**src/rtl/return_stack.sv**
```systemverilog
// return_stack: call/return address stack committing once per instruction on the rising edge of aux_push_pop
module return_stack #(
  parameter int DEPTH = 8,
  parameter int AW = 32
) (
  input  logic                       clk,
  input  logic                       reset,
  input  logic                       push,
  input  logic                       pop,
  input  logic                       aux_push_pop,
  input  logic [AW-1:0]              push_data,
  input  logic                       flag_clr,
  output logic [AW-1:0]              ret_addr,
  output logic [$clog2(DEPTH+1)-1:0] count,
  output logic                       empty,
  output logic                       full,
  output logic                       overflow,
  output logic                       underflow,
  output logic                       conflict
);
  localparam int CW = $clog2(DEPTH+1);
  localparam int PW = $clog2(DEPTH);
  logic [AW-1:0] mem [DEPTH];
  logic [CW-1:0] sp;
  logic [CW-1:0] sp_dec;
  logic          aux_q;
  logic          commit;
  logic          do_push;
  logic          do_pop;
  logic          set_ovf;
  logic          set_unf;
  logic          set_cfl;
  assign commit  = aux_push_pop & ~aux_q;
  assign empty   = sp == '0;
  assign full    = sp == CW'(DEPTH);
  assign count   = sp;
  assign sp_dec  = sp - CW'(1);
  assign do_push = commit & push & ~pop & ~full;
  assign do_pop  = commit & pop & ~push & ~empty;
  assign set_ovf = commit & push & ~pop & full;
  assign set_unf = commit & pop & ~push & empty;
  assign set_cfl = commit & push & pop;
  // aux_q resets high so an instruction already in flight at reset release cannot commit
  always_ff @(posedge clk or negedge reset) begin
    if (!reset) begin
      aux_q     <= 1'b1;
      sp        <= '0;
      ret_addr  <= '0;
      overflow  <= 1'b0;
      underflow <= 1'b0;
      conflict  <= 1'b0;
    end else begin
      aux_q     <= aux_push_pop;
      sp        <= do_push ? sp + CW'(1) : do_pop ? sp_dec : sp;
      ret_addr  <= do_pop ? mem[sp_dec[PW-1:0]] : ret_addr;
      overflow  <= set_ovf | (overflow & ~flag_clr);
      underflow <= set_unf | (underflow & ~flag_clr);
      conflict  <= set_cfl | (conflict & ~flag_clr);
    end
  end
  // stack storage needs no reset; only entries below sp are ever read
  always_ff @(posedge clk) begin
    if (do_push) mem[sp[PW-1:0]] <= push_data;
  end
endmodule

```
**config.mk**
```make
export PLATFORM = sky130hd
export DESIGN_NAME = return_stack
export DESIGN_NICKNAME = d
export VERILOG_FILES = /design/src/rtl/return_stack.sv
export SDC_FILE = /design/constraint.sdc
export NUM_CORES = 1
export LEC_CHECK = 0
export BUFFER_PORTS_ARGS = -buffer_cell sky130_fd_sc_hd__buf_2
export CORE_MARGIN = 10
export CORE_UTILIZATION = 60
export DETAILED_ROUTE_END_ITERATION = 10
export HOLD_SLACK_MARGIN = 0.02
export PLACE_DENSITY = 0.79
export SLEW_MARGIN = 20
export SYNTH_ARGS = -nofsm -noshare
export SYNTH_HDL_FRONTEND = slang
export SYNTH_SLANG_ARGS = --single-unit
```
**constraint.sdc**
```tcl
create_clock -name clk -period 8.3 [get_ports clk]
set_input_delay 1.245 -clock clk [delete_from_list [all_inputs] [get_ports clk]]
set_output_delay 1.245 -clock clk [all_outputs]
set_load 0.01 [all_outputs]
```
==> metrics, run 1 <==
post-synthesis to final-layout area growth=15.58%; post-DR vias/cell=6.149; final-report setup violation count=0; number of buffers added to fix hold violations after cts=0; VDD IR max=298.3 uV; fill count=1157; worst setup path category=reg2reg; kind of launch point of the worst setup path=flop; worst min-delay path class=reg2reg; maximum number of buffers from clock root to sink=3; clock buffer count from CTS=29; Placer Congestion=0.7339; part of the total power dissipated in sequential elements=37.5%; CTS tree=done; required time worst endpoint=8.68 ns; unrepaired setup endpoints after global routing=no; Switching Power=1.492 mW; Slew Viols, Final=0; Clock Sink Count=296; floorplan die area=0.02497 mm^2; cell area after layout=0.01321 mm^2; part of the Yosys area used for sequential elements=76.04%; fraction of layout instances using a drive strength above 1=38.15%; pin count of the biggest net entering global routing=85; horizontal die dimension=158.0 um; number of global-route vias before repair=6476; normalized max-slew margin=25.93%; proportion of power drawn by combinational gates=33.2%; Power Dens Cells=365.7 mW/mm^2; Top-Level Pins=79; highest-count cells in the layout ignoring fill and taps=edfxtp_1, mux2_2, buf_2; detailed-placement wirelength estimate=12700 um; cell type contributing the most total cell area after synthesis=edfxtp_1; actual transition at the worst max-transition pin=1.111 ns; ranking of synthesized cells by area=edfxtp_1, mux2_2, dfrtp_1; Resized Gates After CTS=0; Initial DRT Pass Iterations=5; Vias=6044; net count after synthesis=680; vertical die dimension=158.0 um; global-route total usage across every layer=18.86%; total core area=0.01871 mm^2; fraction of synthesized cell area taken by the top area cell type=67.27%; ratio of final minimum period to clock period=41.58%; final period demand of the worst path=3.451 ns; clock skew=0.01674 ns; hold path depth=2; result of the run=complete, no violations; commonest non-fill, non-tap cell in the layout=edfxtp_1; PortBufs=78; max frequency=289.8 MHz; count of antenna-violating nets left after detailed routing=0; reg2reg path depth=6; number of buffers added for setup after CTS=0; Yosys Warn Count=0; number of synthesized register bits=296; critical path capture point type=flop; Synth Instances=640; proportion of total power due to net switching=30.88%; final routed DRC violation total=0; wirelength, routed=23550 um; wire length of the first global-routing pass=36340 um; final global-route overflow total=0; data arrival time at the worst-slack endpoint=3.83 ns; cell internal power dissipation=3.339 mW; starting utilization of the core area=61.09%; number of library cell types mapped by synthesis=31; per-instance average area after synthesis=17.86 um^2; drt first-iter violations=527; leak pwr=4.607 nW; crit path max fanout=84; fraction of power consumed by the clock network=29.3%; Root Driver=clkbuf_16; count of H-tree levels built during CTS=1; Skew-Pair Late Insertion Delay=0.54 ns; Placement Cell Area=0.01209 mm^2; post-synth design cell area=0.01143 mm^2; detailed-route wire length per cell=23.96 um; Clock Pin Slew Worst Setup and Hold Paths=0.07 ns; number of antenna violations at the first check in global routing=2; final sum of negative setup slack=0 ns; maxcap violations=0; Site Rows=50; count of endpoints failing hold in the final timing report=0; post-layout net count=765
routing by layer:
layer	up-vias	global-route usage [%]	share of wire (%)
met1	3098	24.03	41
met3	38	3.772	6.7
met5	-	0	0
li1	2699	-	-
met4	0	5.249	1.8
met2	209	32.29	50
path summary, 6_finish.rpt:
check | startpoint | endpoint | slack (ns)
worst max-delay path | count[0] | ret_addr[31] | 4.85
worst min-delay path | ret_addr[9] | ret_addr[9] | 0.48
worst max register to register | count[0] | ret_addr[31] | 4.85
worst min register to register | ret_addr[9] | ret_addr[9] | 0.48
max in group asynchronous | reset | ret_addr[0] | 7.11
min in group asynchronous | reset | ret_addr[11] | 0.76
logic make-up after synthesis:
group	Yosys count	synth area share, %
buf+inv	41	2.058
simple gates	63	2.508
flops	296	76.04
fa+ha+maj	2	0.2190
xor+xnor	4	0.3066
mux	129	12.70
compound gates	105	6.164
cells in the mapped netlist:
library cell	instances
a21boi_1	2
nor3b_4	1
ha_1	2
nand4b_1	1
buf_2	25
o22ai_2	1
nor3_1	2
nor2_1	8
clkbuf_2	1
buf_6	3
edfxtp_1	256
and4bb_2	2
inv_1	5
dfrtp_1	39
o22ai_1	64
nand2b_1	1
xor2_1	2
or2_2	1
buf_4	7
mux2i_1	1
a31o_2	1
dfstp_2	1
xnor2_1	2
nand2_1	45
nand2_2	1
o21ai_1	1
a211oi_1	1
or3_1	1
mux2_2	128
o31ai_1	32
o21ai_0	3
worst max-delay path, cell delays in order (launching register included):
cell and delay, ns:
dfrtp_1 0.55, inv_1 0.22, ha_4 0.72, buf_4 0.91, mux2_2 0.42, o22ai_1 0.23, o31ai_1 0.13
flip-flops by register name, indices dropped and copies added (netlist names):
name and flops:
count 4, underflow 1, aux_q 1, mem 256, ret_addr 32, conflict 1, overflow 1
area by class of cell:
type / instances / area, um^2 / share of cell area (%)
timing repair buffer: 90 / 568.0 / 4.301
antenna: 2 / 5.005 / 0.03789
clock inverter: 17 / 239.0 / 1.809
inverter: 5 / 18.77 / 0.1421
sequential: 296 / 8690 / 65.79
tap: 234 / 292.8 / 2.217
clock buffer: 36 / 822.0 / 6.224
multi-input combinational: 303 / 2572 / 19.48
power groups by stage:
stage | Clock, mW | Sequential [mW] | Combinational [mW]
5_1_grt | 1.49 | 1.82 | 1.72
3_3_place_gp | 0 | 1.83 | 1.55
6_report | 1.42 | 1.81 | 1.61
2_1_floorplan | 0 | 1.85 | 1.18
3_5_place_dp | 0 | 1.84 | 1.59
4_1_cts | 1.43 | 1.81 | 1.61
stage by stage:
| step | utilization (%) | hold slack [ns] | power (mW) | worst slack (ns) | cells |
|---|---|---|---|---|---|
| finish | 70.61 | 0.4762 | 4.830 | 4.849 | 983 |
| global route | 70.60 | 0.4926 | 5.027 | 4.675 | 982 |
| CTS | 70.29 | 0.4802 | 4.843 | 4.883 | 979 |
| detailed placement | 64.62 | 0.4625 | 3.427 | 4.755 | 926 |
| global placement | 64.24 | 0.4603 | 3.381 | 4.809 | 923 |
| floorplan | - | 0.5105 | 3.030 | 3.661 | 640 |
Power figures use the tool's default switching activity.
==> run 2: changes to the inputs <==
==> constraint.sdc (replaced) <==
create_clock -name clk -period 3.35 [get_ports clk]
set_input_delay 0.5025 -clock clk [delete_from_list [all_inputs] [get_ports clk]]
set_output_delay 0.5025 -clock clk [all_outputs]
set_load 0.01 [all_outputs]
==> run 2 against run 1 <==
Net effect:
- cell count rose by 0.81%
- die area did not move
- wire length rose by 0.23%
- register-to-register slack got worse by 4.3 ns
- combinational power rose to 2.6 times the previous value
- clock power rose by 120%
- critical path type unchanged
- critical endpoint is now mem[2][1]
==> metrics, run 2 (synthesis gave the netlist of run 1 again) <==
Slew Viols, Final=0; ratio of final minimum period to clock period=83.90%; actual transition at the worst max-transition pin=0.6426 ns; fraction of power consumed by the clock network=26.5%; crit path max fanout=15; horizontal die dimension=158.0 um; hold path depth=1; starting utilization of the core area=61.09%; wire length of the first global-routing pass=36520 um; count of antenna-violating nets left after detailed routing=0; number of global-route vias before repair=6521; drt first-iter violations=576; required time worst endpoint=3.58 ns; kind of launch point of the worst setup path=flop; Site Rows=50; vertical die dimension=158.0 um; Vias=6064; Initial DRT Pass Iterations=5; final period demand of the worst path=2.811 ns; worst stage delay on the critical path=0.60 ns; count of H-tree levels built during CTS=1; Root Driver=clkbuf_16; count of endpoints failing hold in the final timing report=0; VDD IR max=526.4 uV; Placer Congestion=0.7789; CP max stage cell=dfrtp_1; Clock Pin Slew Worst Setup and Hold Paths=0.06 ns; clock buffer count from CTS=29; cell internal power dissipation=8.091 mW; number of buffers added for setup after CTS=0; post-synthesis to final-layout area growth=15.23%; number of gates on the worst path with buffers counted=7; post-layout net count=774; leak pwr=4.593 nW; max frequency=355.8 MHz; Clock Sink Count=296; commonest non-fill, non-tap cell in the layout=edfxtp_1; final sum of negative setup slack=0 ns; reg2reg path depth=7; result of the run=complete, no violations; data arrival time at the worst-slack endpoint=3.04 ns; total core area=0.01871 mm^2; wirelength, routed=23600 um; critical path capture point type=flop; proportion of total power due to net switching=31.46%; Top-Level Pins=79; detailed-route wire length per cell=23.82 um; part of the total power dissipated in sequential elements=38.0%; worst hold margin=0.09969 ns; floorplan die area=0.02497 mm^2; detailed-placement wirelength estimate=13860 um; clock skew=0.01340 ns; maximum number of buffers from clock root to sink=3; cell type group with the largest total delay on the critical path=simple AND/OR/NAND/NOR gates; final standard cell utilization of the core=70.39%; Power Dens Cells=896.6 mW/mm^2; post-DR vias/cell=6.119; global-route total usage across every layer=19.03%; final-report setup violation count=0; Resized Gates After CTS=0; pin count of the biggest net entering global routing=58; buffering stage count on the worst path with inverters included=2; number of buffers added to fix hold violations after cts=0; Switching Power=3.715 mW; normalized max-slew margin=57.16%; final routed DRC violation total=0; maxcap violations=0; unrepaired setup endpoints after global routing=no; worst min-delay path class=in2reg; CTS tree=done; list of cells traversed by the critical path=inv_1 -> ha_4 -> nand2_1 -> o21ai_1 -> or2_2 -> nor2_4 -> buf_4; fraction of layout instances using a drive strength above 1=37.17%; final global-route overflow total=0; worst setup path category=reg2reg; number of antenna violations at the first check in global routing=1; max reg flops=256; PortBufs=78; Skew-Pair Late Insertion Delay=0.54 ns; highest-count cells in the layout ignoring fill and taps=edfxtp_1, mux2_2, buf_2; proportion of power drawn by combinational gates=35.5%
run 2: cell types whose count changed in the layout (fill, tap and decap cells not counted), sizes merged:
cell and change:
clkinvlp -2, clkinv -4, bufinv -4, buf +8
diode -1, dlygate4sd3 +1, clkbuf +10
run 2: metrics by stage:
stage                     worst slack (ns)  total power, mW  cells  instance area, um^2
after global routing                0.3749            12.32    990                13170
after detailed placement            0.5269            8.720    936                12230
final                               0.5394            11.81    991                13170
after global placement              0.6672            8.604    936                12230
after floorplan                    0.02399            7.510    640                11440
after CTS                           0.5282            11.86    989                13150
run 2: area by class of cell:
cell class / instances / area, um^2
diodes: 1 / 2.502
clock buffers: 46 / 829.5
clock inverters: 7 / 96.34
fillers: 1123 / 5538
inverters: 5 / 18.77
multi-input cells: 303 / 2585
flip-flops and latches: 296 / 8690
well taps: 234 / 292.8
repair buffers: 99 / 653.1
run 2: final timing paths:
path                         startpoint      endpoint  slack, ns
max in group asynchronous         reset   ret_addr[6]       2.38
setup reg to reg               count[0]     mem[2][1]       0.54
hold / removal             aux_push_pop         aux_q        0.1
hold reg to reg            ret_addr[30]  ret_addr[30]       0.47
setup / recovery               count[0]     mem[2][1]       0.54
min in group asynchronous         reset  ret_addr[14]       0.54
run 2: power groups by stage:
stage,sequential [mW],clock [mW],combinational (mW)
after detailed placement,4.56,0,4.16
after floorplan,4.59,0,2.92
after global placement,4.54,0,4.07
after CTS,4.49,3.17,4.20
final,4.48,3.13,4.19
after global routing,4.52,3.33,4.47
run 2: per-layer routing:
| metal | global-route usage [%] | vias up | share of wire [%] |
|---|---|---|---|
| li1 | - | 2710 | - |
| met1 | 25.13 | 3055 | 42 |
| met2 | 31.54 | 257 | 49 |
| met3 | 3.609 | 40 | 6.8 |
| met4 | 5.734 | 2 | 2.0 |
| met5 | 0 | - | 0.064 |
==> run 3: changes to the inputs <==
--- a/config.mk
+++ b/config.mk
@@ -5,12 +5,13 @@
 export SDC_FILE = /design/constraint.sdc
 export NUM_CORES = 1
 export LEC_CHECK = 0
+export ABC_AREA = 1
 export BUFFER_PORTS_ARGS = -buffer_cell sky130_fd_sc_hd__buf_2
 export CORE_MARGIN = 10
-export CORE_UTILIZATION = 60
+export CORE_UTILIZATION = 55
 export DETAILED_ROUTE_END_ITERATION = 10
 export HOLD_SLACK_MARGIN = 0.02
-export PLACE_DENSITY = 0.79
+export PLACE_DENSITY = 0.76
 export SLEW_MARGIN = 20
 export SYNTH_ARGS = -nofsm -noshare
 export SYNTH_HDL_FRONTEND = slang
==> constraint.sdc (replaced) <==
create_clock -name clk -period 2.4 [get_ports clk]
set_input_delay 0.36 -clock clk [delete_from_list [all_inputs] [get_ports clk]]
set_output_delay 0.36 -clock clk [all_outputs]
set_load 0.01 [all_outputs]
==> run 3 against run 2 <==
Net effect:
- clock power is 53% higher
- register-to-register slack worse by 0.25 ns
- critical endpoint is now mem[1][31]
- highest routed layer is now met4
- combinational power is 45% higher
- cell count is 62% higher
- sequential power is 38% higher
- setup slack worse by 0.26 ns
- die area is 19% higher
- cell area is 11% higher
- first-iteration DRC count is 50% higher
- clock-buffer cell count is 7 lower
==> metrics, run 3 <==
number of library cell types mapped by synthesis=28; Slew Viols, Final=0; Initial DRT Pass Iterations=7; reg2reg start=count[0]; maximum number of buffers from clock root to sink=3; max frequency=470.9 MHz; Root Driver=clkbuf_16; actual transition at the worst max-transition pin=0.8445 ns; cell with the most instances after synthesis=nand2_1; antenna diode count=0; net count after synthesis=1229; pin count of the biggest net entering global routing=137; final-report setup violation count=0; number of buffers added for setup after CTS=0; horizontal die dimension=172.5 um; number of synthesized register bits=296; final global-route overflow total=0; Clock Sink Count=296; wire length of the first global-routing pass=44400 um; total core area=0.02278 mm^2; number of enable-type register cells in the synthesized netlist=256; count of H-tree levels built during CTS=1; CP startpoint=aux_push_pop; floorplan die area=0.02976 mm^2; wirelength, routed=27790 um; post-synth design cell area=0.01279 mm^2; share of synthesized flip-flops with an asynchronous set or reset=13.51%; kind of launch point of the worst setup path=input pin; normalized max-slew margin=43.70%; Top-Level Pins=79; drt first-iter violations=863; starting utilization of the core area=56.17%; clock buffer count from CTS=30; most common library cells after synthesis=nand2_1, edfxtp_1, inv_1; CTS tree=done; final period demand of the worst path=2.123 ns; reg2reg path depth=8; commonest non-fill, non-tap cell in the layout=nand2_1; post-synthesis to final-layout area growth=14.29%; required time worst endpoint=2.60 ns; Synth Instances=1189; unrepaired setup endpoints after global routing=no; Top FF cell, synth=edfxtp_1; count of endpoints failing hold in the final timing report=0; clock skew=0.009428 ns; fraction of layout instances using a drive strength above 1=16.53%; end of the worst register-to-register path=ret_addr[4]; Site Rows=55; vertical die dimension=172.5 um; PortBufs=78; Vias=8325; final standard cell utilization of the core=64.19%; max reg flops=256; critical path capture point type=flop; worst min-delay path class=in2reg; number of antenna violations at the first check in global routing=0; Skew-Pair Late Insertion Delay=0.55 ns; final routed DRC violation total=0; fill count=1692; post-layout net count=1311; Placer Congestion=0.7586; Clock Pin Slew Worst Setup and Hold Paths=0.06 ns; worst setup path category=in2reg; cell area after layout=0.01462 mm^2; number of global-route vias before repair=8168; ratio of final minimum period to clock period=88.48%; result of the run=complete, no violations; VDD IR max=1066 uV; register-to-register setup slack=0.29 ns; data arrival time at the worst-slack endpoint=2.32 ns; crit path max fanout=21; detailed-route wire length per cell=17.28 um; part of the Yosys area used for sequential elements=67.92%; post-DR vias/cell=5.177; Yosys Warn Count=0; cell type contributing the most total cell area after synthesis=edfxtp_1; Power Dens Cells=1166 mW/mm^2; per-instance average area after synthesis=10.76 um^2; count of antenna-violating nets left after detailed routing=0; detailed-placement wirelength estimate=15890 um; maxcap violations=0; Critical Path End=mem[1][31]; fraction of synthesized cell area taken by the top area cell type=60.09%; Placement Cell Area=0.01357 mm^2; total design power=17.04 mW; ranking of synthesized cells by area=edfxtp_1, nand2_1, dfrtp_1; highest-count cells in the layout ignoring fill and taps=nand2_1, edfxtp_1, inv_1; global-route total usage across every layer=18.23%; leak pwr=6.490 nW
run 3: cell types whose count changed after synthesis, moves of 44 or more:
cell,before,now
nand2_1,45,401
inv_1,5,205
nand3_1,0,159
mux2_2,128,0
o22ai_1,64,2
nand3_2,0,44
run 3: report_power, final:
group / internal, mW / leakage (nW) / switching, mW
sequential: 5.98 / 2.80 / 0.217
clock: 2.90 / 0.489 / 1.88
combinational: 1.90 / 3.20 / 4.17
run 3: through the flow:
step	std cells	setup slack, ns	hold slack (ns)	TNS [ns]
5_1_grt	1608	0.1357	0.07776	0
3_5_place_dp	1549	0.2993	0.4607	0
2_1_floorplan	1189	-0.2101	0.06441	-38.27
6_report	1608	0.2765	0.08506	0
3_3_place_gp	1549	0.3632	0.4577	0
4_1_cts	1608	0.2344	0.06909	0
run 3: worst min path at each step:
stage	from	to	cells past startpoint
finish	pop	conflict	3
global route	push_data[16]	mem[1][16]	1
CTS	pop	conflict	3
detailed placement	ret_addr[1]	ret_addr[1]	2
global placement	ret_addr[16]	ret_addr[16]	2
floorplan	reset	conflict	0
run 3: timing repair:
action / 4_1_cts / 5_1_grt
hold endpoints to repair: 30 / 0
hold buffers: 3 / 0
gates resized for setup: 0 / 0
endpoints found under the setup margin: 0 / 0
run 3: kinds of logic after synthesis:
group	count (synthesis)	synth area share, %
adder cells (fa/ha/maj)	2	0.1956
flip-flops	296	67.92
AND/OR/NAND/NOR	620	22.40
buffers and inverters	266	9.242
XOR/XNOR	1	0.06847
AO/OA/AOI/OAI	4	0.1760
run 3: final cells by class:
cell class | count | area, um^2 | share of cell area [%]
clock buffers | 39 | 805.8 | 5.511
repair buffers | 106 | 670.6 | 4.587
well taps | 313 | 391.6 | 2.678
inverters | 210 | 815.8 | 5.579
flip-flops and latches | 296 | 8693 | 59.46
clock inverters | 17 | 216.5 | 1.480
multi-input cells | 627 | 3028 | 20.71
run 3: metal layers:
metal	GRT usage, %	part of all wire, %	vias up
met2	29.79	49	271
met1	24.49	43	4025
met5	0	0	-
met3	3.416	6.6	38
li1	-	-	3991
met4	4.857	1.6	0
run 3: critical path, cell delays in order:
cell and delay, ns:
dlygate4sd3_1 0.52, buf_2 0.12, nand3_1 0.09, nor2_1 0.35, nand2_4 0.25, nor3_4 0.20
buf_4 0.41
